File: config.mk
export PLATFORM = sky130hd
export DESIGN_NAME = store_buffer_fwd
export DESIGN_NICKNAME = d
export VERILOG_FILES = /design/src/rtl/store_buffer_fwd.sv
export SDC_FILE = /design/constraint.sdc
export NUM_CORES = 2
export LEC_CHECK = 0
export CORE_MARGIN = 5
export CORE_UTILIZATION = 50
export DETAILED_ROUTE_END_ITERATION = 6
export PLACE_DENSITY = 0.66
export SYNTH_ARGS = -nofsm -noshare
export SYNTH_HDL_FRONTEND = slang
export SYNTH_SLANG_ARGS = --single-unit
File: constraint.sdc
create_clock -name clk -period 9.79 [get_ports clk]
set_clock_uncertainty 0.15 [all_clocks]
set_input_delay 1.958 -clock clk [delete_from_list [all_inputs] [get_ports clk]]
set_output_delay 1.958 -clock clk [all_outputs]
set_load 0.02 [all_outputs]
File: src/rtl/store_buffer_fwd.sv
// In-order store buffer with speculative/retired regions, memory drain port and
// youngest-match load forwarding across every live entry.
module store_buffer_fwd #(
  parameter int unsigned ADDR_W = 16,
  parameter int unsigned DATA_W = 8,
  parameter int unsigned DEPTH  = 16,
  localparam int unsigned IDX_W = $clog2(DEPTH)
) (
  input  logic              clk,
  input  logic              rst,
  input  logic              in_valid,
  output logic              in_ready,
  input  logic [ADDR_W-1:0] in_addr,
  input  logic [DATA_W-1:0] in_data,
  input  logic              retire,
  input  logic              flush,
  output logic              mem_valid,
  input  logic              mem_ready,
  output logic [ADDR_W-1:0] mem_addr,
  output logic [DATA_W-1:0] mem_data,
  input  logic [ADDR_W-1:0] ld_addr,
  output logic              ld_hit,
  output logic [DATA_W-1:0] ld_data,
  output logic [IDX_W:0]    count,
  output logic              full,
  output logic              empty
);

  // Pointers carry one extra wrap bit so full (distance DEPTH) differs from empty.
  localparam int unsigned PTR_W = IDX_W + 1;

  logic [PTR_W-1:0]  head_q, head_d;
  logic [PTR_W-1:0]  cmt_q, cmt_d;
  logic [PTR_W-1:0]  tail_q, tail_d;
  logic [ADDR_W-1:0] addr_mem [DEPTH];
  logic [DATA_W-1:0] data_mem [DEPTH];
  logic [PTR_W-1:0]  cnt;
  logic              enq;
  logic              ret;
  logic              drn;

  // Occupancy and status flags come straight from the registered pointers.
  assign cnt      = head_q - tail_q;
  assign count    = cnt;
  assign full     = (cnt == PTR_W'(DEPTH));
  assign empty    = (cnt == '0);
  assign in_ready = !full;

  // Drain port presents the oldest retired entry.
  assign mem_valid = (tail_q != cmt_q);
  assign mem_addr  = addr_mem[tail_q[IDX_W-1:0]];
  assign mem_data  = data_mem[tail_q[IDX_W-1:0]];

  // Pointer next-state: flush rewinds head to the post-retire commit point.
  always_comb begin
    enq    = in_valid && !full && !flush;
    ret    = retire && (cmt_q != head_q);
    drn    = mem_valid && mem_ready;
    cmt_d  = cmt_q + PTR_W'(ret);
    head_d = flush ? cmt_d : head_q + PTR_W'(enq);
    tail_d = tail_q + PTR_W'(drn);
  end

  // Pointer registers; async reset drops mem_valid without waiting for a clock.
  always_ff @(posedge clk or posedge rst) begin
    if (rst) begin
      head_q <= '0;
      cmt_q  <= '0;
      tail_q <= '0;
    end else begin
      head_q <= head_d;
      cmt_q  <= cmt_d;
      tail_q <= tail_d;
    end
  end

  // Entry storage needs no reset; only slots inside [tail, head) are ever observed.
  always_ff @(posedge clk) begin
    if (enq) begin
      addr_mem[head_q[IDX_W-1:0]] <= in_addr;
      data_mem[head_q[IDX_W-1:0]] <= in_data;
    end
  end

  // Per-age compare: offset k from tail is live when k < count.
  logic [DEPTH-1:0] match;
  logic [IDX_W-1:0] slot [DEPTH];

  for (genvar k = 0; k < DEPTH; k++) begin : g_cmp
    assign slot[k]  = tail_q[IDX_W-1:0] + IDX_W'(k);
    assign match[k] = (PTR_W'(k) < cnt) && (addr_mem[slot[k]] == ld_addr);
  end

  // Forwarding select: scan oldest to youngest so the youngest match wins.
  always_comb begin
    ld_hit  = 1'b0;
    ld_data = '0;
    for (int k = 0; k < DEPTH; k++) begin
      if (match[k]) begin
        ld_hit  = 1'b1;
        ld_data = data_mem[slot[k]];
      end
    end
  end

endmodule

* Yosys cells after proc, flatten, opt, wreduce, memory -nomap -nowiden
Memories as Yosys holds them, arrays and structs flattened.
Cells that the tools add are included.
** Operators by class
- Add/sub/neg operators :: 19
- Shift operators :: 0
- Reduce and logical (&&, ||, !) cells :: 23
- Order comparisons :: 16
- Muxes and demuxes :: 35
- Eq/ne operators :: 19
- Bitwise gates (word level) :: 0
- Multipliers :: 0
- Divide/modulo/power cells :: 0
** Operator list (count)
- 16-bit equality test :: 16
- 8-bit two-way mux :: 16
- 4-bit by 5-bit < comparator with 1-bit output, first input constant :: 8
- 4-bit adder, second input constant :: 8
- 1-bit logical AND :: 20
- 3-bit by 5-bit < comparator with 1-bit output, first input constant :: 4
- 1-bit two-way mux :: 18
- 4-bit by 3-bit adder with 4-bit output, second input constant :: 4
- 5-bit by 1-bit adder with 5-bit output :: 3
- 1-bit by 5-bit < comparator with 1-bit output, first input constant :: 2
- 2-bit by 5-bit < comparator with 1-bit output, first input constant :: 2
- 5-bit != test :: 2
- 4-bit by 2-bit adder with 4-bit output, second input constant :: 2
- 5-bit equality test, second input constant :: 1
- 5-bit logical NOT :: 1
- 5-bit two-way mux :: 1
- 5-bit subtractor :: 1
- 4-bit by 1-bit adder with 4-bit output, second input constant :: 1
- 1-bit logical NOT :: 2
** Storage, ports and cells
- Register bits :: 15
- Bits of input ports :: 46
- Output and inout port bits :: 42
- Logic and storage cells :: 117
- Bits in writable memories :: 384
- ROM bits :: 0
- Bits in latches :: 0
- Memories kept :: 2
** Memories
- addr_mem :: words 16, width 16, rd ports 16, clocked after Yosys merged registers in 0, wr ports 1, line 35 : logic [ADDR_W-1:0] addr_mem [DEPTH];
- data_mem :: words 16, width 8, rd ports 16, clocked after Yosys merged registers in 0, wr ports 1, line 36 : logic [DATA_W-1:0] data_mem [DEPTH];

* Longest topological paths before layout
- Depth after elaboration :: 19
- Mapped depth :: 23
- Mapped depth without buffers :: 15

* Worst setup path before layout
Ideal clock, no wire load.
- Kind :: register to output
- Start point :: register tail_q[2]
- End point :: output port ld_data[4]
- Setup slack :: 1.516 ns
- Required time :: 7.682 ns
- Cell stages (with the launch flop) :: 23
- Data arrival time :: 6.166 ns
- Buffers on the path :: 12
- Cell sequence :: dfrtp_1 -> buf_2 -> buf_2 -> inv_2 -> buf_1 -> clkbuf_1 -> buf_1 -> clkbuf_1 -> ha_1 -> buf_2 -> buf_2 -> clkbuf_1 -> clkbuf_1 -> clkbuf_1 -> mux4_2 -> xnor2_1 -> o2111ai_1 -> nor3_1 -> buf_2 -> a311oi_1 -> o31ai_1 -> a21oi_1 -> o221ai_1
** Between the ends
- Word-level cells in the longest chain between the ends :: 19
- Elaborated cells between the ends (all ways) :: 82
- Those cells by class :: 16 x add/sub; 16 x order compare; 16 x eq/ne; 16 x mux; 16 x reduce/logical; 2 x memory
** RTL lines
- from (decl) :: line 34 : logic [PTR_W-1:0] tail_q, tail_d;
- from (signal assigned) :: line 73 : tail_q <= tail_d;
- 4-bit by 1-bit adder with 4-bit output (tied with other cells) :: line 90 : assign slot[k] = tail_q[IDX_W-1:0] + IDX_W'(k);
- memory read 16 x 16 bit (tied with other cells)
- 16-bit equality test or 1-bit logical AND (tied branches) :: line 91 : assign match[k] = (PTR_W'(k) < cnt) && (addr_mem[slot[k]] == ld_addr);
- 1-bit logical AND or 8-bit two-way mux (tied branches) :: line 91, 99
- 8-bit two-way mux (14 in a row) :: line 99 : if (match[k]) begin
- 8-bit two-way mux * :: line 99
- to (decl) :: line 23 : output logic [DATA_W-1:0] ld_data,
Mark *: on every way between the ends. The rest lies on a longest branch, timed or not.

* Worst setup path in the final report
- Start point :: register tail_q[2]
- End point :: output port ld_data[2]
The elaborated chain is that of the path after synthesis.

==> flow_summary.toml <==
[clocking]
numClockSinks = 399
hold_buffers = 0
numCtsBuffers = 44
cts_setup_buffers = 0
clk_path_buf_depth = 3
cts_tree = "built"
root_buffer = "clkbuf_16"
clkTransAtPathRegs_ns = 0.06
clk_latency_ns = 0.61
post_cts_resized = 0
cts-htree-levels = 2

[routing]
vias_per_cell = 7.84
final_antenna_net_count = 0
drtIter0Drc = 5686
post_drt_wl_per_cell_um = 39.2
vias = 30802
drc_errors = 0
drt-pass1-iter-count = 6
routed_wl_mm = 154

[place]
io_buffers = 87
dp.cells = 3846
place_hpwl_mm = 112
dp_slack_ns = 0.884
place_congestion = 1.13

[logic_synthesis]
synthDistinctLibCells = 77
synth_warnings = 0
synth_edf_count = 384
synth_ff_type = "edfxtp_1"
yosysTopAreaCellShare = 0.367
yosysMostFrequentCell = "mux4_2"
netlist_area_um2 = 38800
yosysSeqAreaShare = 0.307
synthTopCellsByArea = "mux4_2 37%, edfxtp_1 30%, mux2i_1 6.7%"
synth-seq-cells = 399
syn_avg_cell_area_um2 = 13.5
syn_inst = 2875
yosys-top-cells-count = "633 x mux4_2, 384 x edfxtp_1, 259 x mux2i_1"
async_flop_share = 0.0376
syn-num-nets = 2940
yosysTopAreaCell = "mux4_2"

[timing]
max_freq_mhz = 104
finalHoldViolCount = 0
tightest_slew_ns = 1.49
drv_slew = 1
fin_ws_ns = 0.204
fin_crit_ns = 9.59
tns_ns = 0
relSlewSlack = -0.0224
finalSetupViolations = 0
finalCritPeriodShare = 0.979
rsz0062_at_grt = "false"

[worst_setup_path]
cp_num_buf_inv = 3
r2r_start = "tail_q[0]$_DFF_PP0_"
crit_slowest_cell = "a2111oi_0"
cp_slowest_stage_delay_ns = 1.25
crit_end = "ld_data[2]"
crit_type = "register to output pin"
crit_chain = "ha_4 > buf_4 > mux4_2 > and2_0 > a2111oi_0 > a2111oi_0 > o211ai_1 > nor4_2 > buf_4 > nand3b_1 > o21ai_0 > o31ai_1 > a21oi_1 > o221ai_1 > clkdlybuf4s50_1"
cp.depth = 15
cp-start-kind = "register"
cp-startpoint = "tail_q[2]$_DFF_PP0_"
critical_path_peak_fanout = 46
r2r.worst_path.cells = 12
rrSetupSlack_ns = 3.39
required_ns = 7.68
crit_family = "compound AO/OA/AOI/OAI gates"
cp-end-kind = "output pin"
critPathArrivalTime_ns = 7.48
r2r_end = "addr_mem[2][1]$_DFFE_PP_"

[die]
ios = 88
start_util = 0.503
core_area_um2 = 77200
rows = 102
die_height_um = 289
chipWidth_um = 289
dieArea_um2 = 83300

[run]
drv_cap = 1

[grt]
grt_pass1_vias = 29067
antenna_found_initial = 8
grt_pass1_wl_mm = 218
grt_usage = 0.365
gr-total-overflow = 0
grt_max_degree = 131

[final_layout]
final_layout_size_suffix_gt1_frac = 0.322
layout.nets = 2917
synthToLayoutAreaGrowth_pct = 9.08
final_cells = 3927

[status]
violations = "capacitance limit, slew limit"
run_status = "finished, violations left"

[hold_path]
hold_class = "register to register"
-- final cells by class --
cell class | count | area, um2
Fill cell | 6223 | 34900
Multi-Input combinational cell | 2158 | 25700
Tap cell | 1040 | 1300
Clock inverter | 27 | 246
Clock buffer | 50 | 1120
Sequential cell | 399 | 11900
Antenna cell | 4 | 10.0
Inverter | 45 | 169
Timing Repair Buffer | 204 | 1900
-- worst reg2reg max path: stages (launching register included) --
cell	delay, ns
dfrtp_4	0.75
buf_12	0.49
ha_1	0.34
nor2b_1	0.06
o21a_1	0.20
o21ai_0	0.51
nand2_1	0.35
inv_1	0.37
nor3_1	0.28
nor3b_1	0.64
nand3_1	0.46
nor3_2	0.72
buf_4	0.65
-- sequential cells by signal, summed over array words and instances, names as in the netlist --
register / flops
data_mem: 128
cmt_q: 5
addr_mem: 256
tail_q: 5
head_q: 5
-- cell families after synthesis --
kind of cell             count (synthesis)  synth area share
multiplexers                           949             0.455
buffers and inverters                  318            0.0398
adder cells (fa/ha/maj)                 19           0.00631
flip-flops                             399             0.307
AO/OA/AOI/OAI                          378            0.0643
AND/OR/NAND/NOR                        526            0.0625
XOR/XNOR                               286            0.0651
-- per-stage QoR --
stage,hold WS [ns],utilization,instance area (um2)
floorplan,0.350,-,38800
global placement,0.376,0.531,41000
detailed placement,0.377,0.531,41000
CTS,0.386,0.548,42300
global route,0.416,0.549,42400
finish,0.380,0.549,42400
-- placed cells by master, fill, tap and decap left out, types with 14 or more instances in the layout --
master	netlist	routed
edfxtp_1	384	384
o21ai_0	71	71
o22ai_1	16	16
clkdlybuf4s50_1	0	87
nor4_1	27	26
o221ai_1	19	19
nor3_1	27	22
clkbuf_16	0	44
nand4_1	29	29
mux2i_1	259	259
a21oi_1	117	117
mux2_2	44	44
mux4_2	633	633
inv_1	33	31
a311oi_1	16	16
a22oi_1	20	20
nor2_1	132	120
nand3_1	35	35
xor2_1	56	52
buf_4	20	105
o2111ai_1	14	14
xnor2_1	227	222
nand2_1	204	204
ha_1	18	15
-- worst min path at each step --
stage | start | to | slack, ns | depth (start not counted)
6_report | tail_q[4]$_DFF_PP0_ | tail_q[4]$_DFF_PP0_ | 0.38 | 1
5_1_grt | tail_q[4]$_DFF_PP0_ | tail_q[4]$_DFF_PP0_ | 0.42 | 1
4_1_cts | tail_q[4]$_DFF_PP0_ | tail_q[4]$_DFF_PP0_ | 0.39 | 1
3_5_place_dp | tail_q[4]$_DFF_PP0_ | tail_q[4]$_DFF_PP0_ | 0.38 | 1
3_3_place_gp | tail_q[4]$_DFF_PP0_ | tail_q[4]$_DFF_PP0_ | 0.38 | 1
2_1_floorplan | tail_q[4]$_DFF_PP0_ | tail_q[4]$_DFF_PP0_ | 0.35 | 1
-- layer usage --
metal  up-vias  global-route usage  wire, um
met2      2651               0.549     68700
met1     15909               0.519     57200
li1      11877                   -         -
met5         -                   0        62
met4         8               0.111      5880
met3       357               0.110     22000
Power is not shown: default switching activity piles up to over one toggle a cycle in this logic, so the estimate is an artifact.
